File: src/rtl/seq_divider.sv
// rtl/seq_divider.sv - multi-cycle unsigned restoring divider, one quotient bit per clock
module seq_divider #(
  parameter int size = 8
) (
  input  logic            clk,
  input  logic            rst,
  input  logic            start,
  input  logic [size-1:0] a,
  input  logic [size-1:0] b,
  output logic [size-1:0] quotient,
  output logic [size-1:0] remainder,
  output logic            busy,
  output logic            done,
  output logic            err,
  output logic            zero
);

  localparam int CW = $clog2(size + 1);

  typedef enum logic [1:0] {
    S_IDLE,
    S_DIV,
    S_DONE
  } state_t;

  state_t          state_q, state_d;
  logic [CW-1:0]   cnt_q, cnt_d;
  logic [size-1:0] b_q, b_d;
  logic [size-1:0] q_q, q_d;
  logic [size:0]   r_q, r_d;
  logic [size-1:0] quot_q, quot_d;
  logic [size-1:0] rem_q, rem_d;
  logic            err_q, err_d;
  logic            zero_q, zero_d;

  logic            accept;
  logic            last_iter;
  logic [size:0]   r_sh;
  logic [size+1:0] diff;
  logic            neg;
  logic [size:0]   r_next;
  logic [size-1:0] q_next;

  assign accept    = start && (state_q != S_DIV);
  assign last_iter = (cnt_q == CW'(1));

  // One restoring step: shift {R,Q} left, trial-subtract the divisor, keep it if non-negative.
  always_comb begin
    r_sh   = {r_q[size-1:0], q_q[size-1]};
    diff   = {1'b0, r_sh} - {2'b00, b_q};
    neg    = diff[size+1];
    r_next = neg ? r_sh : diff[size:0];
    q_next = {q_q[size-2:0], ~neg};
  end

  always_ff @(posedge clk or posedge rst) begin
    if (rst) begin
      state_q <= S_IDLE;
      cnt_q   <= '0;
      b_q     <= '0;
      q_q     <= '0;
      r_q     <= '0;
      quot_q  <= '0;
      rem_q   <= '0;
      err_q   <= 1'b0;
      zero_q  <= 1'b0;
    end else begin
      state_q <= state_d;
      cnt_q   <= cnt_d;
      b_q     <= b_d;
      q_q     <= q_d;
      r_q     <= r_d;
      quot_q  <= quot_d;
      rem_q   <= rem_d;
      err_q   <= err_d;
      zero_q  <= zero_d;
    end
  end

  always_comb begin
    state_d = state_q;
    case (state_q)
      S_DIV: begin
        if (last_iter) state_d = S_DONE;
      end
      default: begin
        if (accept) state_d = (b != '0) ? S_DIV : S_DONE;
        else        state_d = S_IDLE;
      end
    endcase
  end

  // Datapath and result registers; results only move at completion or on a divide-by-zero accept.
  always_comb begin
    cnt_d  = cnt_q;
    b_d    = b_q;
    q_d    = q_q;
    r_d    = r_q;
    quot_d = quot_q;
    rem_d  = rem_q;
    err_d  = err_q;
    zero_d = zero_q;
    if (state_q == S_DIV) begin
      r_d   = r_next;
      q_d   = q_next;
      cnt_d = cnt_q - CW'(1);
      if (last_iter) begin
        quot_d = q_next;
        rem_d  = r_next[size-1:0];
        err_d  = 1'b0;
        zero_d = (q_next == '0);
      end
    end else if (accept) begin
      if (b != '0) begin
        b_d   = b;
        q_d   = a;
        r_d   = '0;
        cnt_d = CW'(size);
      end else begin
        quot_d = '0;
        rem_d  = '0;
        err_d  = 1'b1;
        zero_d = 1'b0;
      end
    end
  end

  always_comb begin
    busy      = (state_q == S_DIV);
    done      = (state_q == S_DONE);
    quotient  = quot_q;
    remainder = rem_q;
    err       = err_q;
    zero      = zero_q;
  end

endmodule

File: config.mk
export PLATFORM = sky130hd
export DESIGN_NAME = seq_divider
export DESIGN_NICKNAME = d
export VERILOG_FILES = /design/src/rtl/seq_divider.sv
export SDC_FILE = /design/constraint.sdc
export NUM_CORES = 1
export LEC_CHECK = 0
export CORE_MARGIN = 4
export CORE_UTILIZATION = 50
export DETAILED_ROUTE_END_ITERATION = 8
export GPL_ROUTABILITY_DRIVEN = 0
export PLACE_DENSITY = 0.75
export SKIP_LAST_GASP = 1
export SLEW_MARGIN = 20
export SYNTH_ARGS = -nofsm -noshare
export SYNTH_HDL_FRONTEND = slang
export SYNTH_SLANG_ARGS = --single-unit
export TNS_END_PERCENT = 10
File: constraint.sdc
create_clock -name clk -period 2.2 [get_ports clk]
set_input_delay 0.55 -clock clk [delete_from_list [all_inputs] [get_ports clk]]
set_output_delay 0.55 -clock clk [all_outputs]
set_load 0.005 [all_outputs]
[Word-level counts from Yosys, hierarchy flattened]
Index checks and enable logic that the tools add are counted.
Word-level totals
  bits in registers: 48
  logic and storage cells: 55
Cells by class
  eq/ne operators: 6
  bitwise gates (word level): 2
  add/subtract/negate cells: 2
  mux-type cells: 28
  reduce and logical (&&, ||, !) cells: 8
Operators with widths (count)
  2-to-1 mux 8 bit: 13
  2-to-1 mux 4 bit: 3
  subtractor 9 x 8 -> 10 bit: 1
  zero test 8 bit: 1
  2-to-1 mux 1 bit: 8
  2-to-1 mux 2 bit: 4
  nonzero test 8 bit: 1
  AND reduction 3 bit: 2
  == test 4 x 1 -> 1 bit, second input constant: 1
  inequality test 2 x 1 -> 1 bit, second input constant: 2
  nonzero test 2 bit: 2
  subtractor 4 x 1 -> 4 bit, second input constant: 1
  == test 2 x 1 -> 1 bit, second input constant: 1
  == test 2 bit, second input constant: 1
  inequality test 2 bit, second input constant: 1
  NOT 1 bit: 2
  AND reduction 2 bit: 1
  logical AND 1 bit: 1

[Logic depth before layout (Yosys ltp)]
  word-level depth: 5
  gate-level depth with buffers: 9
  mapped depth without buffers: 8

[Worst setup path before layout]
OpenSTA, ideal clock, no wires.
  path kind: reg-to-reg
  start: reg q_q[7]
  end: reg rem_q[6] (netlist: remainder[6])
  setup slack: 228 ps
  arrival time: 1885 ps
  path buffers: 0
  data required time: 2112 ps
  stages on the path, launching flop included: 9
  cells stage by stage: dfrtp_1 -> inv_1 -> ha_1 -> fa_1 -> nand2b_1 -> a2111o_1 -> o311ai_0 -> nand3_1 -> o211ai_1
Between the ends
  longest elaborated chain between the ends: 4
Ends and longest elaborated chain
  start: declaration: RTL line 29  | logic [size-1:0] q_q, q_d;
  start signal: assignment: RTL line 71  | q_q <= q_d;
  subtractor 9 x 8 -> 10 bit: RTL line 50  | diff = {1'b0, r_sh} - {2'b00, b_q};
  2-to-1 mux 8 bit: RTL line 52  | r_next = neg ? r_sh : diff[size:0];
  2-to-1 mux 8 bit: RTL line 107  | if (last_iter) begin
  2-to-1 mux 8 bit: RTL line 103  | if (state_q == S_DIV) begin
  end signal: assignment: RTL line 74  | rem_q <= rem_d;
  end: declaration: RTL line 32  | logic [size-1:0] rem_q, rem_d;
Every way passes these cells. The select of a mux whose other input is x is not followed.
A chain may end at the register's enable or synchronous reset.

[Worst setup path in the final report]
  start: reg r_q[3]
  end: reg rem_q[2] (netlist: remainder[2])
Between the ends
  longest elaborated chain between the ends: 4
Ends and longest elaborated chain
  start: declaration: RTL line 30  | logic [size:0] r_q, r_d;
  start signal: assignment: RTL line 72  | r_q <= r_d;
  subtractor 9 x 8 -> 10 bit: RTL line 50
  2-to-1 mux 8 bit: RTL line 52
  2-to-1 mux 8 bit: RTL line 107
  2-to-1 mux 8 bit: RTL line 103
Every way passes these cells. The select of a mux whose other input is x is not followed.

==> results.cfg <==
[status]
status = completed

[timing]
rsz0062_at_grt = true
worst_slew_pin_slew_ns = 0.482
slew_violations = 0
setup_viol = 0
worst_slack_ns = 0.0718
slew-limit-headroom_pct = 67.8
fin_crit_ns = 2.13
fin_setup_tns_ns = 0
fmax_ghz = 0.470
finalCritPeriodShare_pct = 96.7
hold_violations = 0
finClkSkew_ns = 0.0120
whs_ns = 0.465

[logic_synthesis]
synth_edf_count = 0
synth_cell_types = 46
ys_seq_area_share_pct = 46.8
netlist_area_um2 = 2560
synth_nets = 288
yosys_warnings = 0
synthArstFlopShare_pct = 100
syn-instance-count = 258
ys_ff_latch = 48
synth_ff_type = dfrtp_1
avgSynthCellArea_um2 = 9.94

[floorplan]
core-area_um2 = 4850
fp-row-count = 25
dieArea_um2 = 6340
dieWidth_um = 79.6
die_y_um = 79.6
ios = 39
initial_utilization_pct = 52.9

[routing]
drt-pass1-iter-count = 4
dr_total_vias = 2138
drc = 0
dr.first_iter.drc_count = 123
drt_wl_total_um = 6130
ant_nets = 0
via_per_inst = 5.48
avgRoutedWirePerCell_um = 15.7

[grt]
grt_pass1_wl_um = 10000
grt-ovfl-total = 0
grt_pass1_vias = 2105
antenna_found_initial = 0
gr-usage-all-layers_pct = 20.4
grt_max_degree = 29

[power_and_ir_drop]
power_w = 0.00637
p_seq_share_pct = 26.4
p_switching_w = 0.00275
power_per_cell_area_nw_per_um2 = 1880
ir_drop_v = 0.000986
power_switching_share_pct = 43.2
pwr-share-clk_pct = 10.1
p_int_w = 0.00362
leakagePower_nw = 1.50
combinationalPowerShare_pct = 63.5

[worst_setup_path]
critPathArrivalTime_ns = 2.31
cp_max_fo = 6
worstSetupEndpointType = register
crit_path_start_kind = register
critPathKind = register to register
required_ns = 2.38

[clock_network]
cts_max_level = 2
cts_hold_buf = 0
cts_buffer_depth = 2
cts_tree = yes
cts_made_buffers = 5
clock_sinks = 48
clk_pin_slew_ns = 0.10
clockRootBuffer = clkbuf_8
insertion_delay_ns = 0.31

[finish]
synthToLayoutAreaGrowth_pct = 32.1
layout_common_cells = 48 x dfrtp_1, 38 x clkdlybuf4s50_1, 35 x nand2_1
fillers = 381
drive_above_1_share_pct = 20.7
final_area_um2 = 3390
fin_nets = 352
insertedDiodeCount = 0
seq_area_um2 = 1200
multiInputGateArea_um2 = 1290
final_common_cell = dfrtp_1

[flow_run]
drv_cap = 0

[hold_path]
hp-class = input pin to async pin

[placed_design]
place_ws_ns = -0.0715
dp_hpwl_um = 4540
placed_area_um2 = 3220
port_buffers = 38
[final timing paths]
| kind | startpoint | to | slack, ns | depth (start not counted) |
|---|---|---|---|---|
| max | r_q[3] | remainder[2] | 0.07 | 7 |
| min reg2reg | remainder[7] | remainder[7] | 0.49 | 2 |
| min | rst | quotient[5] | 0.47 | 2 |
| max reg2reg | r_q[3] | remainder[2] | 0.07 | 7 |
| max in group asynchronous | rst | b_q[1] | 1.25 | 3 |
| min in group clk | remainder[7] | remainder[7] | 0.49 | 2 |
[repair_timing]
action / CTS / global route
hold endpoints to repair: 0 / 0
endpoints found under the setup margin: 4 / 13
resized for setup: 1 / 8
pin swaps: 0 / 5
setup buffers: 0 / 3
cloned: 0 / 0
[metrics by stage]
stage          util, %  cells
6_report          69.9    390
5_1_grt           69.9    390
3_5_place_dp      66.3    379
3_3_place_gp      66.3    379
4_1_cts           68.7    387
2_1_floorplan        -    258
[synth_stat cells, types with 2 or more instances]
cell	number	share of area, %
o21ai_1	20	3.9
mux2_1	4	1.8
nor2_1	7	1.0
mux2_2	5	2.2
ha_1	10	4.9
inv_2	3	0.44
nor2b_1	4	0.98
o211ai_1	6	1.8
o21ai_0	5	0.98
nor2_2	2	0.49
nand4_1	2	0.49
a21oi_2	6	2.0
dfrtp_1	48	47
and3_1	4	0.98
nor4_1	3	0.73
nand3_1	11	2.1
nor3_1	5	0.98
nor3b_1	2	0.59
inv_1	14	2.0
mux2i_1	8	3.1
buf_1	2	0.29
a21oi_1	6	1.2
nand2_1	35	5.1
xnor2_1	3	1.0
a2111o_1	3	1.3
o31ai_1	10	2.9
buf_2	6	1.2
clkbuf_1	2	0.29
nand2b_1	5	1.2
[flip-flops by register name, summed over array words and instances, names as in the netlist]
register and flops:
remainder 8, r_q 8, b_q 8, q_q 8
quotient 8, state_q 2, zero 1, err 1
cnt_q 4
[layer usage]
layer | vias up | wire length [um] | global-route usage, %
met5 | - | 0 | 0
met4 | 0 | 127 | 7.56
met3 | 10 | 255 | 4.18
met2 | 54 | 2890 | 31.8
met1 | 1021 | 2850 | 28.2
li1 | 1053 | - | -
[final cells by class]
cell class | instances | area share [%]
inverters | 17 | 1.88
clock inverters | 3 | 1.26
multi-input cells | 182 | 37.9
clock buffers | 5 | 2.03
well taps | 67 | 2.47
flip-flops and latches | 48 | 35.4
repair buffers | 68 | 19.0
[cell families after synthesis]
family	Yosys count	share of synthesized area, %
AOI/OAI and AO/OA	66	18.4
DFF	48	46.8
muxes	17	7.07
and+or+nand+nor	84	16.1
xor gates and xnor gates	4	1.37
buffers and inverters	28	4.54
adders and majority gates	11	5.66
[critical path, stage by stage, from the launching register on]
cell and delay [ns]:
dfrtp_1 0.41, ha_1 0.35, inv_1 0.19, nor3_4 0.06, a2111o_1 0.54, buf_4 0.20
a21oi_2 0.16, o31ai_1 0.10
[power groups by stage]
stage	clock network, W	registers [W]	logic, W
3_5_place_dp	0	0.00169	0.00377
3_3_place_gp	0	0.00168	0.00367
5_1_grt	0.000689	0.00173	0.00448
6_report	0.000643	0.00168	0.00405
4_1_cts	0.000652	0.00167	0.00382
2_1_floorplan	0	0.00163	0.00253
No activity file was read; power rests on OpenSTA's default activity.
